`src/rtl/prt_ingress_writer_if.sv`:
```
// Bundle of stream, PRT command and descriptor signals for the PRT ingress writer.
// master = the writer block, slave = its surroundings (stream source, PRT, consumer).
interface prt_ingress_writer_if #(
  parameter int DATA_WIDTH = 8
);
  logic [DATA_WIDTH-1:0] s_data;
  logic                  s_valid;
  logic                  s_last;
  logic                  s_ready;
  logic                  prt_start_en;
  logic                  prt_start_rdy;
  logic                  prt_start_slot;
  logic                  prt_wr_en;
  logic [DATA_WIDTH-1:0] prt_wr_data;
  logic                  prt_wr_rdy;
  logic                  prt_finish_en;
  logic                  prt_finish_rdy;
  logic                  desc_valid;
  logic                  desc_ready;
  logic                  desc_slot;
  logic [15:0]           desc_len;
  logic                  desc_trunc;
  logic [15:0]           frame_cnt;
  logic [15:0]           trunc_cnt;

  modport master (
    input  s_data, s_valid, s_last, prt_start_rdy, prt_start_slot, prt_wr_rdy,
           prt_finish_rdy, desc_ready,
    output s_ready, prt_start_en, prt_wr_en, prt_wr_data, prt_finish_en,
           desc_valid, desc_slot, desc_len, desc_trunc, frame_cnt, trunc_cnt
  );

  modport slave (
    output s_data, s_valid, s_last, prt_start_rdy, prt_start_slot, prt_wr_rdy,
           prt_finish_rdy, desc_ready,
    input  s_ready, prt_start_en, prt_wr_en, prt_wr_data, prt_finish_en,
           desc_valid, desc_slot, desc_len, desc_trunc, frame_cnt, trunc_cnt
  );
endinterface

```
`src/rtl/prt_ingress_writer.sv`:
```
// Streams framed ingress beats into a PRT slot (start/write/finish) and queues
// one {trunc, slot, len} descriptor per completed frame.
module prt_ingress_writer #(
  parameter int DATA_WIDTH = 8,
  parameter int MAX_FRAME  = 2000,
  parameter int DESC_DEPTH = 4
) (
  input logic CLK,
  input logic RST,
  prt_ingress_writer_if.master bus
);
  localparam int          PTR_W   = $clog2(DESC_DEPTH);
  localparam logic [15:0] MAX_LEN = 16'(MAX_FRAME);
  localparam logic [PTR_W:0] DEPTH_C = (PTR_W+1)'(DESC_DEPTH);

  typedef enum logic [2:0] {IDLE, START, WAIT_WR, STREAM, FINISH} state_e;
  typedef struct packed {
    logic        trunc;
    logic        slot;
    logic [15:0] len;
  } desc_t;

  state_e           state_q, state_d;
  logic [15:0]      len_q, len_d;
  logic [15:0]      frame_cnt_q, frame_cnt_d;
  logic [15:0]      trunc_cnt_q, trunc_cnt_d;
  logic             slot_q, slot_d;
  logic             trunc_q, trunc_d;
  logic [PTR_W-1:0] wr_ptr_q, rd_ptr_q;
  logic [PTR_W:0]   count_q, count_d;
  desc_t            fifo_q [DESC_DEPTH];
  desc_t            head;
  logic             push, pop, full, empty;

  assign full  = (count_q == DEPTH_C);
  assign empty = (count_q == '0);
  assign pop   = !empty && bus.desc_ready;
  assign head  = fifo_q[rd_ptr_q];

  // Head fields are gated so stale storage never leaks out while empty/in reset.
  assign bus.desc_valid = !empty;
  assign bus.desc_slot  = !empty && head.slot;
  assign bus.desc_trunc = !empty && head.trunc;
  assign bus.desc_len   = empty ? 16'd0 : head.len;
  assign bus.frame_cnt  = frame_cnt_q;
  assign bus.trunc_cnt  = trunc_cnt_q;

  always_comb begin
    state_d           = state_q;
    len_d             = len_q;
    slot_d            = slot_q;
    trunc_d           = trunc_q;
    frame_cnt_d       = frame_cnt_q;
    trunc_cnt_d       = trunc_cnt_q;
    push              = 1'b0;
    bus.s_ready       = 1'b0;
    bus.prt_start_en  = 1'b0;
    bus.prt_wr_en     = 1'b0;
    bus.prt_wr_data   = '0;
    bus.prt_finish_en = 1'b0;
    case (state_q)
      IDLE: begin
        // Not-full gate guarantees the FINISH push always has room.
        if (bus.s_valid && bus.prt_start_rdy && !full) state_d = START;
      end
      START: begin
        bus.prt_start_en = 1'b1;
        len_d            = '0;
        trunc_d          = 1'b0;
        state_d          = WAIT_WR;
      end
      WAIT_WR: begin
        if (bus.prt_wr_rdy) begin
          slot_d  = bus.prt_start_slot;
          state_d = STREAM;
        end
      end
      STREAM: begin
        bus.s_ready = bus.prt_wr_rdy;
        if (bus.s_valid && bus.prt_wr_rdy) begin
          // Beats past MAX_FRAME are still consumed so the frame drains.
          if (len_q < MAX_LEN) begin
            bus.prt_wr_en   = 1'b1;
            bus.prt_wr_data = bus.s_data;
            len_d           = len_q + 16'd1;
          end else begin
            trunc_d = 1'b1;
          end
          if (bus.s_last) state_d = FINISH;
        end
      end
      FINISH: begin
        bus.prt_finish_en = bus.prt_finish_rdy;
        if (bus.prt_finish_rdy) begin
          push        = 1'b1;
          frame_cnt_d = frame_cnt_q + 16'd1;
          if (trunc_q) trunc_cnt_d = trunc_cnt_q + 16'd1;
          state_d     = IDLE;
        end
      end
      default: state_d = IDLE;
    endcase
  end

  always_comb begin
    count_d = count_q;
    case ({push, pop})
      2'b10:   count_d = count_q + 1'b1;
      2'b01:   count_d = count_q - 1'b1;
      default: count_d = count_q;
    endcase
  end

  always_ff @(posedge CLK or posedge RST) begin
    if (RST) begin
      state_q     <= IDLE;
      len_q       <= '0;
      slot_q      <= 1'b0;
      trunc_q     <= 1'b0;
      frame_cnt_q <= '0;
      trunc_cnt_q <= '0;
      wr_ptr_q    <= '0;
      rd_ptr_q    <= '0;
      count_q     <= '0;
    end else begin
      state_q     <= state_d;
      len_q       <= len_d;
      slot_q      <= slot_d;
      trunc_q     <= trunc_d;
      frame_cnt_q <= frame_cnt_d;
      trunc_cnt_q <= trunc_cnt_d;
      count_q     <= count_d;
      if (push) wr_ptr_q <= wr_ptr_q + 1'b1;
      if (pop)  rd_ptr_q <= rd_ptr_q + 1'b1;
    end
  end

  always_ff @(posedge CLK) begin
    if (push) fifo_q[wr_ptr_q] <= '{trunc: trunc_q, slot: slot_q, len: len_q};
  end
endmodule

```
`src/flat_wrapper.sv`:
```
// flat-port wrapper written by rule: the top's interface ports become plain ports
module prt_ingress_writer_flat 
#(
  parameter int DATA_WIDTH = 8,
  parameter int MAX_FRAME  = 2000,
  parameter int DESC_DEPTH = 4
)
  (CLK, RST, bus_s_data, bus_s_valid, bus_s_last, bus_prt_start_rdy, bus_prt_start_slot, bus_prt_wr_rdy, bus_prt_finish_rdy, bus_desc_ready, bus_s_ready, bus_prt_start_en, bus_prt_wr_en, bus_prt_wr_data, bus_prt_finish_en, bus_desc_valid, bus_desc_slot, bus_desc_len, bus_desc_trunc, bus_frame_cnt, bus_trunc_cnt);
  prt_ingress_writer_if #(.DATA_WIDTH(DATA_WIDTH)) bus_i ();
  input logic CLK;
  input logic RST;
  input wire logic [$bits(bus_i.s_data)-1:0] bus_s_data;
  input wire logic [$bits(bus_i.s_valid)-1:0] bus_s_valid;
  input wire logic [$bits(bus_i.s_last)-1:0] bus_s_last;
  input wire logic [$bits(bus_i.prt_start_rdy)-1:0] bus_prt_start_rdy;
  input wire logic [$bits(bus_i.prt_start_slot)-1:0] bus_prt_start_slot;
  input wire logic [$bits(bus_i.prt_wr_rdy)-1:0] bus_prt_wr_rdy;
  input wire logic [$bits(bus_i.prt_finish_rdy)-1:0] bus_prt_finish_rdy;
  input wire logic [$bits(bus_i.desc_ready)-1:0] bus_desc_ready;
  output wire logic [$bits(bus_i.s_ready)-1:0] bus_s_ready;
  output wire logic [$bits(bus_i.prt_start_en)-1:0] bus_prt_start_en;
  output wire logic [$bits(bus_i.prt_wr_en)-1:0] bus_prt_wr_en;
  output wire logic [$bits(bus_i.prt_wr_data)-1:0] bus_prt_wr_data;
  output wire logic [$bits(bus_i.prt_finish_en)-1:0] bus_prt_finish_en;
  output wire logic [$bits(bus_i.desc_valid)-1:0] bus_desc_valid;
  output wire logic [$bits(bus_i.desc_slot)-1:0] bus_desc_slot;
  output wire logic [$bits(bus_i.desc_len)-1:0] bus_desc_len;
  output wire logic [$bits(bus_i.desc_trunc)-1:0] bus_desc_trunc;
  output wire logic [$bits(bus_i.frame_cnt)-1:0] bus_frame_cnt;
  output wire logic [$bits(bus_i.trunc_cnt)-1:0] bus_trunc_cnt;
  assign bus_i.s_data = bus_s_data;
  assign bus_i.s_valid = bus_s_valid;
  assign bus_i.s_last = bus_s_last;
  assign bus_i.prt_start_rdy = bus_prt_start_rdy;
  assign bus_i.prt_start_slot = bus_prt_start_slot;
  assign bus_i.prt_wr_rdy = bus_prt_wr_rdy;
  assign bus_i.prt_finish_rdy = bus_prt_finish_rdy;
  assign bus_i.desc_ready = bus_desc_ready;
  assign bus_s_ready = bus_i.s_ready;
  assign bus_prt_start_en = bus_i.prt_start_en;
  assign bus_prt_wr_en = bus_i.prt_wr_en;
  assign bus_prt_wr_data = bus_i.prt_wr_data;
  assign bus_prt_finish_en = bus_i.prt_finish_en;
  assign bus_desc_valid = bus_i.desc_valid;
  assign bus_desc_slot = bus_i.desc_slot;
  assign bus_desc_len = bus_i.desc_len;
  assign bus_desc_trunc = bus_i.desc_trunc;
  assign bus_frame_cnt = bus_i.frame_cnt;
  assign bus_trunc_cnt = bus_i.trunc_cnt;
  prt_ingress_writer #(.DATA_WIDTH(DATA_WIDTH), .MAX_FRAME(MAX_FRAME), .DESC_DEPTH(DESC_DEPTH)) u_core (.CLK(CLK), .RST(RST), .bus(bus_i));
endmodule
```
`config.mk`:
```
export PLATFORM = sky130hd
export DESIGN_NAME = prt_ingress_writer_flat
export DESIGN_NICKNAME = d
export VERILOG_FILES = /design/src/rtl/prt_ingress_writer_if.sv /design/src/rtl/prt_ingress_writer.sv /design/src/flat_wrapper.sv
export SDC_FILE = /design/constraint.sdc
export NUM_CORES = 1
export LEC_CHECK = 0
export CAP_MARGIN = 15
export CORE_ASPECT_RATIO = 1.25
export CORE_MARGIN = 3
export CORE_UTILIZATION = 25
export CTS_CLUSTER_SIZE = 14
export DETAILED_ROUTE_END_ITERATION = 6
export PLACE_DENSITY = 0.46
export SETUP_SLACK_MARGIN = 0.3
export SYNTH_ARGS = -nofsm -noshare
export SYNTH_HDL_FRONTEND = slang
export SYNTH_SLANG_ARGS = --single-unit
```
`constraint.sdc`:
```
create_clock -name CLK -period 4.36 [get_ports CLK]
set_clock_uncertainty 0.1 [all_clocks]
set_input_delay 0.872 -clock CLK [delete_from_list [all_inputs] [get_ports CLK]]
set_output_delay 0.872 -clock CLK [all_outputs]
set_load 0.02 [all_outputs]
```
==> results of run 1 <==
[state kept, by name (all words and copies together) (netlist names)]
| signal | count |
|---|---|
| u_core.state_q | 3 |
| u_core.fifo_q | 72 |
| u_core.wr_ptr_q | 2 |
| u_core.slot_q | 1 |
| u_core.trunc_q | 1 |
| u_core.len_q | 16 |
| u_core.bus.frame_cnt | 16 |
| u_core.count_q | 3 |
| u_core.bus.trunc_cnt | 16 |
| u_core.rd_ptr_q | 2 |
[Yosys cell counts, types with 8 or more instances]
cell type	instances	area, um2
and2_1	32	200
and3_1	16	100
dfrtp_1	60	1500
edfxtp_1	72	2160
ha_1	8	100
inv_1	12	45.0
mux4_2	18	405
nand2_1	26	97.6
nand3_1	16	80.1
nand4_1	11	68.8
nor2_1	10	37.5
xnor2_1	26	228
xor2_1	10	87.6
[power by group]
part           leakage (nW)  switching [W]  internal, W  total (W)
Combinational          1.18       0.000408     0.000384   0.000792
Sequential             1.56       0.000124      0.00141    0.00153
Clock                 0.302       0.000517      0.00102    0.00153
Total                  3.05        0.00105      0.00281    0.00386
[layout make-up]
type	instances	share of cell area
clock buffer	20	0.0589
clock inverter	12	0.0275
multi-input combinational	224	0.247
tap	279	0.0471
inverter	14	0.00709
sequential	132	0.494
timing repair buffer	89	0.118
[kinds of logic after synthesis]
group / synth area share
AND/OR/NAND/NOR: 0.142
buffers and inverters: 0.0194
multiplexers: 0.0781
flip-flops: 0.654
AO/OA/AOI/OAI: 0.0297
XOR/XNOR: 0.0562
adder cells (fa/ha/maj): 0.0214
[final timing paths]
| kind | endpoint | from |
|---|---|---|
| max | bus_prt_wr_data[5] | bus_prt_wr_rdy |
| min | u_core.bus.trunc_cnt[15] | u_core.bus.trunc_cnt[15] |
| max reg2reg | u_core.count_q[2] | u_core.count_q[2] |
| min reg2reg | u_core.bus.trunc_cnt[15] | u_core.bus.trunc_cnt[15] |
| max in group asynchronous | u_core.len_q[5] | RST |
| min in group asynchronous | u_core.bus.frame_cnt[9] | RST |
[stage by stage]
step / std cells / total power (W) / setup WS, ns
floorplan: 381 / 0.00205 / 1.48
global placement: 737 / 0.00235 / 0.590
detailed placement: 737 / 0.00237 / 0.520
CTS: 769 / 0.00392 / 0.520
global route: 770 / 0.00407 / 0.437
finish: 770 / 0.00386 / 0.529
[layer usage]
layer  track usage  vias up  routed length, um
met5             0        -                  0
met4        0.0303        0                128
met3        0.0337       12                524
met2         0.181       84               6340
met1         0.134     1682               5410
li1              -     1603                  -
==> impl_metrics.env, run 1 <==
export IMPL_status="finished clean"
export IMPL_insertion_delay_ns=0.40
export IMPL_place_congestion=0.757
export IMPL_rrSetupSlack_ns=1.72
export IMPL_synth_area_um2=5610
export IMPL_synth_edf_count=72
export IMPL_wl_per_cell_um=16.1
export IMPL_avgSynthCellArea_um2=14.7
export IMPL_grt_pass1_wl_mm=20.6
export IMPL_critPathMaxFanout=18
export IMPL_hpwl_mm=8.46
export IMPL_fp_dieH_um=173
export IMPL_syn2layout_area_growth_pct=32.3
export IMPL_grt_pass1_vias=3653
export IMPL_routed_via_density=4.39
export IMPL_ctsLongestPathBuffers=2
export IMPL_startpoint_type="input pin"
export IMPL_fill_cells=2125
export IMPL_initial_core_util=0.257
export IMPL_routed_wl_mm=12.4
export IMPL_synthesis_nets=407
export IMPL_worstPathCellList="clkdlybuf4s50_1, and2_1, o2111ai_2, inv_2, and2_1, clkdlybuf4s50_1"
export IMPL_core_um2=21800
export IMPL_path_class="in2out"
export IMPL_io_buffers=79
export IMPL_timing_fmax_ghz=0.261
export IMPL_grt_overflow_total=0
export IMPL_antenna_found_initial=0
export IMPL_clock_sinks=132
export IMPL_die_area_um2=24300
export IMPL_cap_violations=0
export IMPL_cts_resized=0
export IMPL_worstSetupEndpointType="output pin"
export IMPL_firstDrtPassIters=4
export IMPL_slew_violations=0
export IMPL_tritoncts="done"
export IMPL_regArea_um2=3660
export IMPL_crit_path_max_incr_delay_ns=0.61
export IMPL_min_delay_path_class="reg2reg"
export IMPL_cts_made_buffers=17
export IMPL_yosys_warnings=0
export IMPL_layout_common_cells="clkdlybuf4s50_1, edfxtp_1, dfrtp_1, and2_1"
export IMPL_cp_num_buf_inv=3
export IMPL_slew_limit_headroom=0.531
export IMPL_die_width_um=140
export IMPL_drc_errors=0
export IMPL_grt_setup_unrepaired="false"
export IMPL_worstMarginPinSlew_ns=0.703
export IMPL_multiInputGateArea_um2=1830
export IMPL_hold_buffers=0
export IMPL_final_common_cell="clkdlybuf4s50_1"
export IMPL_finalCritPeriodShare=0.879
export IMPL_final_area_um2=7420
export IMPL_min_period_ns=3.83
export IMPL_ys_async_sr_fraction=0.455
export IMPL_crit_family="buffers and inverters"
export IMPL_final_core_util=0.341
export IMPL_drt_iter0_drc=164
export IMPL_cts_htree_levels=4
export IMPL_reg2reg_depth=8
export IMPL_ys_ff_latch=132
export IMPL_grt_max_degree=48
export IMPL_cp_slowest_cell="clkdlybuf4s50_1"
export IMPL_critical_path_arrival_ns=2.86
export IMPL_ios=80
export IMPL_place_area_um2=6760
export IMPL_yosysSeqAreaShare=0.654
export IMPL_synth_main_ff_cell="edfxtp_1"
export IMPL_setup_violations=0
export IMPL_hold_depth=1
export IMPL_clockRootBuffer="clkbuf_16"
export IMPL_required_ns=3.39
export IMPL_whs_ns=0.373
export IMPL_track_usage=0.108
export IMPL_postRouteAntennaNets=0
export IMPL_drive_above_1_share=0.138
export IMPL_fin_tns_setup_ns=0
export IMPL_power_density_nw_per_um2=520
export IMPL_hold_viol=0
export IMPL_path_clk_slew_ns=0.06
export IMPL_via_count=3381
export IMPL_postCtsSetupBuffers=0
export IMPL_p_leak_nw=3.05
export IMPL_fp_row_count=60
export IMPL_synth_cell_types=44
export IMPL_antenna_cells=0
export IMPL_peakVddDrop_mv=0.221
export IMPL_nNetsFinal=504
export IMPL_netlist_instances=381
export IMPL_cp_depth=6
(Power assumes the default switching activity.)
==> inputs of run 2 (changes only) <==
--- a/config.mk
+++ b/config.mk
@@ -9,6 +9,7 @@
 export CORE_ASPECT_RATIO = 1.25
 export CORE_MARGIN = 3
 export CORE_UTILIZATION = 25
+export CTS_CLUSTER_DIAMETER = 100
 export CTS_CLUSTER_SIZE = 14
 export DETAILED_ROUTE_END_ITERATION = 6
 export PLACE_DENSITY = 0.46
==> results of run 2 <==
Final layout, timing and power as in run 1 (identical DEF).
==> RTL change, RTL diff (flow settings as in run 1) <==
The 5 states of `state_e` get a Gray code encoding in 3 bits.
--- a/src/rtl/prt_ingress_writer.sv
+++ b/src/rtl/prt_ingress_writer.sv
@@ -14,5 +14,5 @@
   localparam logic [PTR_W:0] DEPTH_C = (PTR_W+1)'(DESC_DEPTH);
 
-  typedef enum logic [2:0] {IDLE, START, WAIT_WR, STREAM, FINISH} state_e;
+  typedef enum logic [2:0] {IDLE = 3'b000, START = 3'b001, WAIT_WR = 3'b011, STREAM = 3'b010, FINISH = 3'b110} state_e;
   typedef struct packed {
     logic        trunc;
Function: no difference found for any inputs over 10 cycles, from zero or initial values and one cycle with RST high; not proved beyond that.
==> RTL change against run 1 <==
Die area increased by 1.4%; synthesized area grew 1.5%; register-to-register slack better by 0.07 ns; design area grew 0.29%; sequential cell count did not move; total power is 11% higher; critical path depth unchanged; wire length decreased by 1.2%; setup slack better by 0.028 ns; critical path type unchanged.
==> RTL change: results (changes against run 1) <==
outcome:
  status: "finished clean"  # unchanged
synthesis:
  yosysSeqAreaShare_pct: 64.4  # was 65.4%
  synthTopCellsByCount: "72 x edfxtp_1, 60 x dfrtp_1, 29 x and2_1"  # was 72 x edfxtp_1, 60 x dfrtp_1, 32 x and2_1
  synth_nets: 424  # was 407
  synth_area_leaders: "edfxtp_1 38%, dfrtp_1 26%, mux4_2 7.1%"  # was edfxtp_1 39%, dfrtp_1 27%, mux4_2 7.2%
timing:
  holdWs_ns: 0.374  # was 0.373 ns
  max_slew_margin_pct: 26.2  # was 53.1%
grt:
  grt_usage_pct: 10.5  # was 10.8%
  grt_pass1_wl_mm: 20.0  # was 20.6 mm
  first_global_vias: 3669  # was 3,653
  grt_max_degree: 30  # was 48
power_and_ir_drop:
  ir_drop_v: 0.000256  # was 0.000221 V
  leakage_uw: 0.00291  # was 0.00305 µW
  power_switching_uw: 1270  # was 1050 µW
placed_design:
  place_hpwl_mm: 8.34  # was 8.46 mm
floorplanning:
  rows: 61  # was 60
min_path:
  worstHoldEndpoint: "u_core.bus.frame_cnt[15]$_DFFE_PP0P_"  # was u_core.bus.trunc_cnt[15]$_DFFE_PP0P_
  min-delay-start: "u_core.bus.frame_cnt[15]$_DFFE_PP0P_"  # was u_core.bus.trunc_cnt[15]$_DFFE_PP0P_
  hold_depth: 1  # unchanged
setup_path:
  r2r_slack_ns: 1.79  # was 1.72 ns
  crit_end: "bus_prt_wr_data[3]"  # was bus_prt_wr_data[5]
  path_max_fanout: 8  # was 18
  r2r-start: "u_core.count_q[0]$_DFFE_PP0P_"  # was u_core.count_q[2]$_DFFE_PP0P_
  critPathArrivalTime_ns: 2.83  # was 2.86 ns
route:
  drt_iter0_markers: 163  # was 164
  vias: 3436  # was 3,381
  wl_per_cell_um: 15.6  # was 16.1 µm
cells_and_area:
  fin_nets: 518  # was 504
RTL change: per-stage QoR:
| step | setup slack (ns) | util, % | instance area [µm²] | cells |
|---|---|---|---|---|
| global placement | 0.389 | 30.7 | 6850 | 754 |
| finish | 0.556 | 33.4 | 7440 | 788 |
| global route | 0.447 | 33.4 | 7440 | 788 |
| floorplan | 1.54 | - | 5690 | 398 |
| CTS | 0.357 | 33.3 | 7420 | 786 |
| detailed placement | 0.354 | 30.7 | 6850 | 754 |
RTL change: power by group through the flow:
stage	Sequential, µW	Combinational, µW	Clock (µW)
floorplan	1590	829	0
global placement	1670	1300	0
detailed placement	1680	1310	0
CTS	1650	1320	1380
global route	1680	1400	1430
finish	1650	1280	1350
RTL change: area by class of cell:
class,instances,area (µm²)
clock buffer,30,566
clock inverter,2,12.5
fill,2187,14800
inverter,15,56.3
multi-input combinational,236,1900
sequential,132,3660
tap,283,354
timing repair buffer,90,886
RTL change: cell families (layout without fill, tap and decap cells):
| kind of cell | count (synthesis) | count (layout) | share of synthesized area (%) |
|---|---|---|---|
| compound gates | 31 | 31 | 3.61 |
| flops | 132 | 132 | 64.4 |
| xor+xnor | 36 | 36 | 5.54 |
| buf+inv | 30 | 137 | 2.20 |
| simple gates | 137 | 137 | 14.1 |
| mux | 23 | 23 | 8.09 |
| fa+ha+maj | 9 | 9 | 2.11 |
RTL change: what timing repair did:
action                                  CTS  global route
buffers inserted                          0             2
endpoints found under the hold margin     0             0
hold buffers                              0             0
endpoints found under the setup margin    0             6
RTL change: layer usage:
layer	wire length [µm]	global-route usage, %
met3	652	3.07
met4	171	3.88
met2	6140	17.0
met1	5300	13.2
met5	0	0
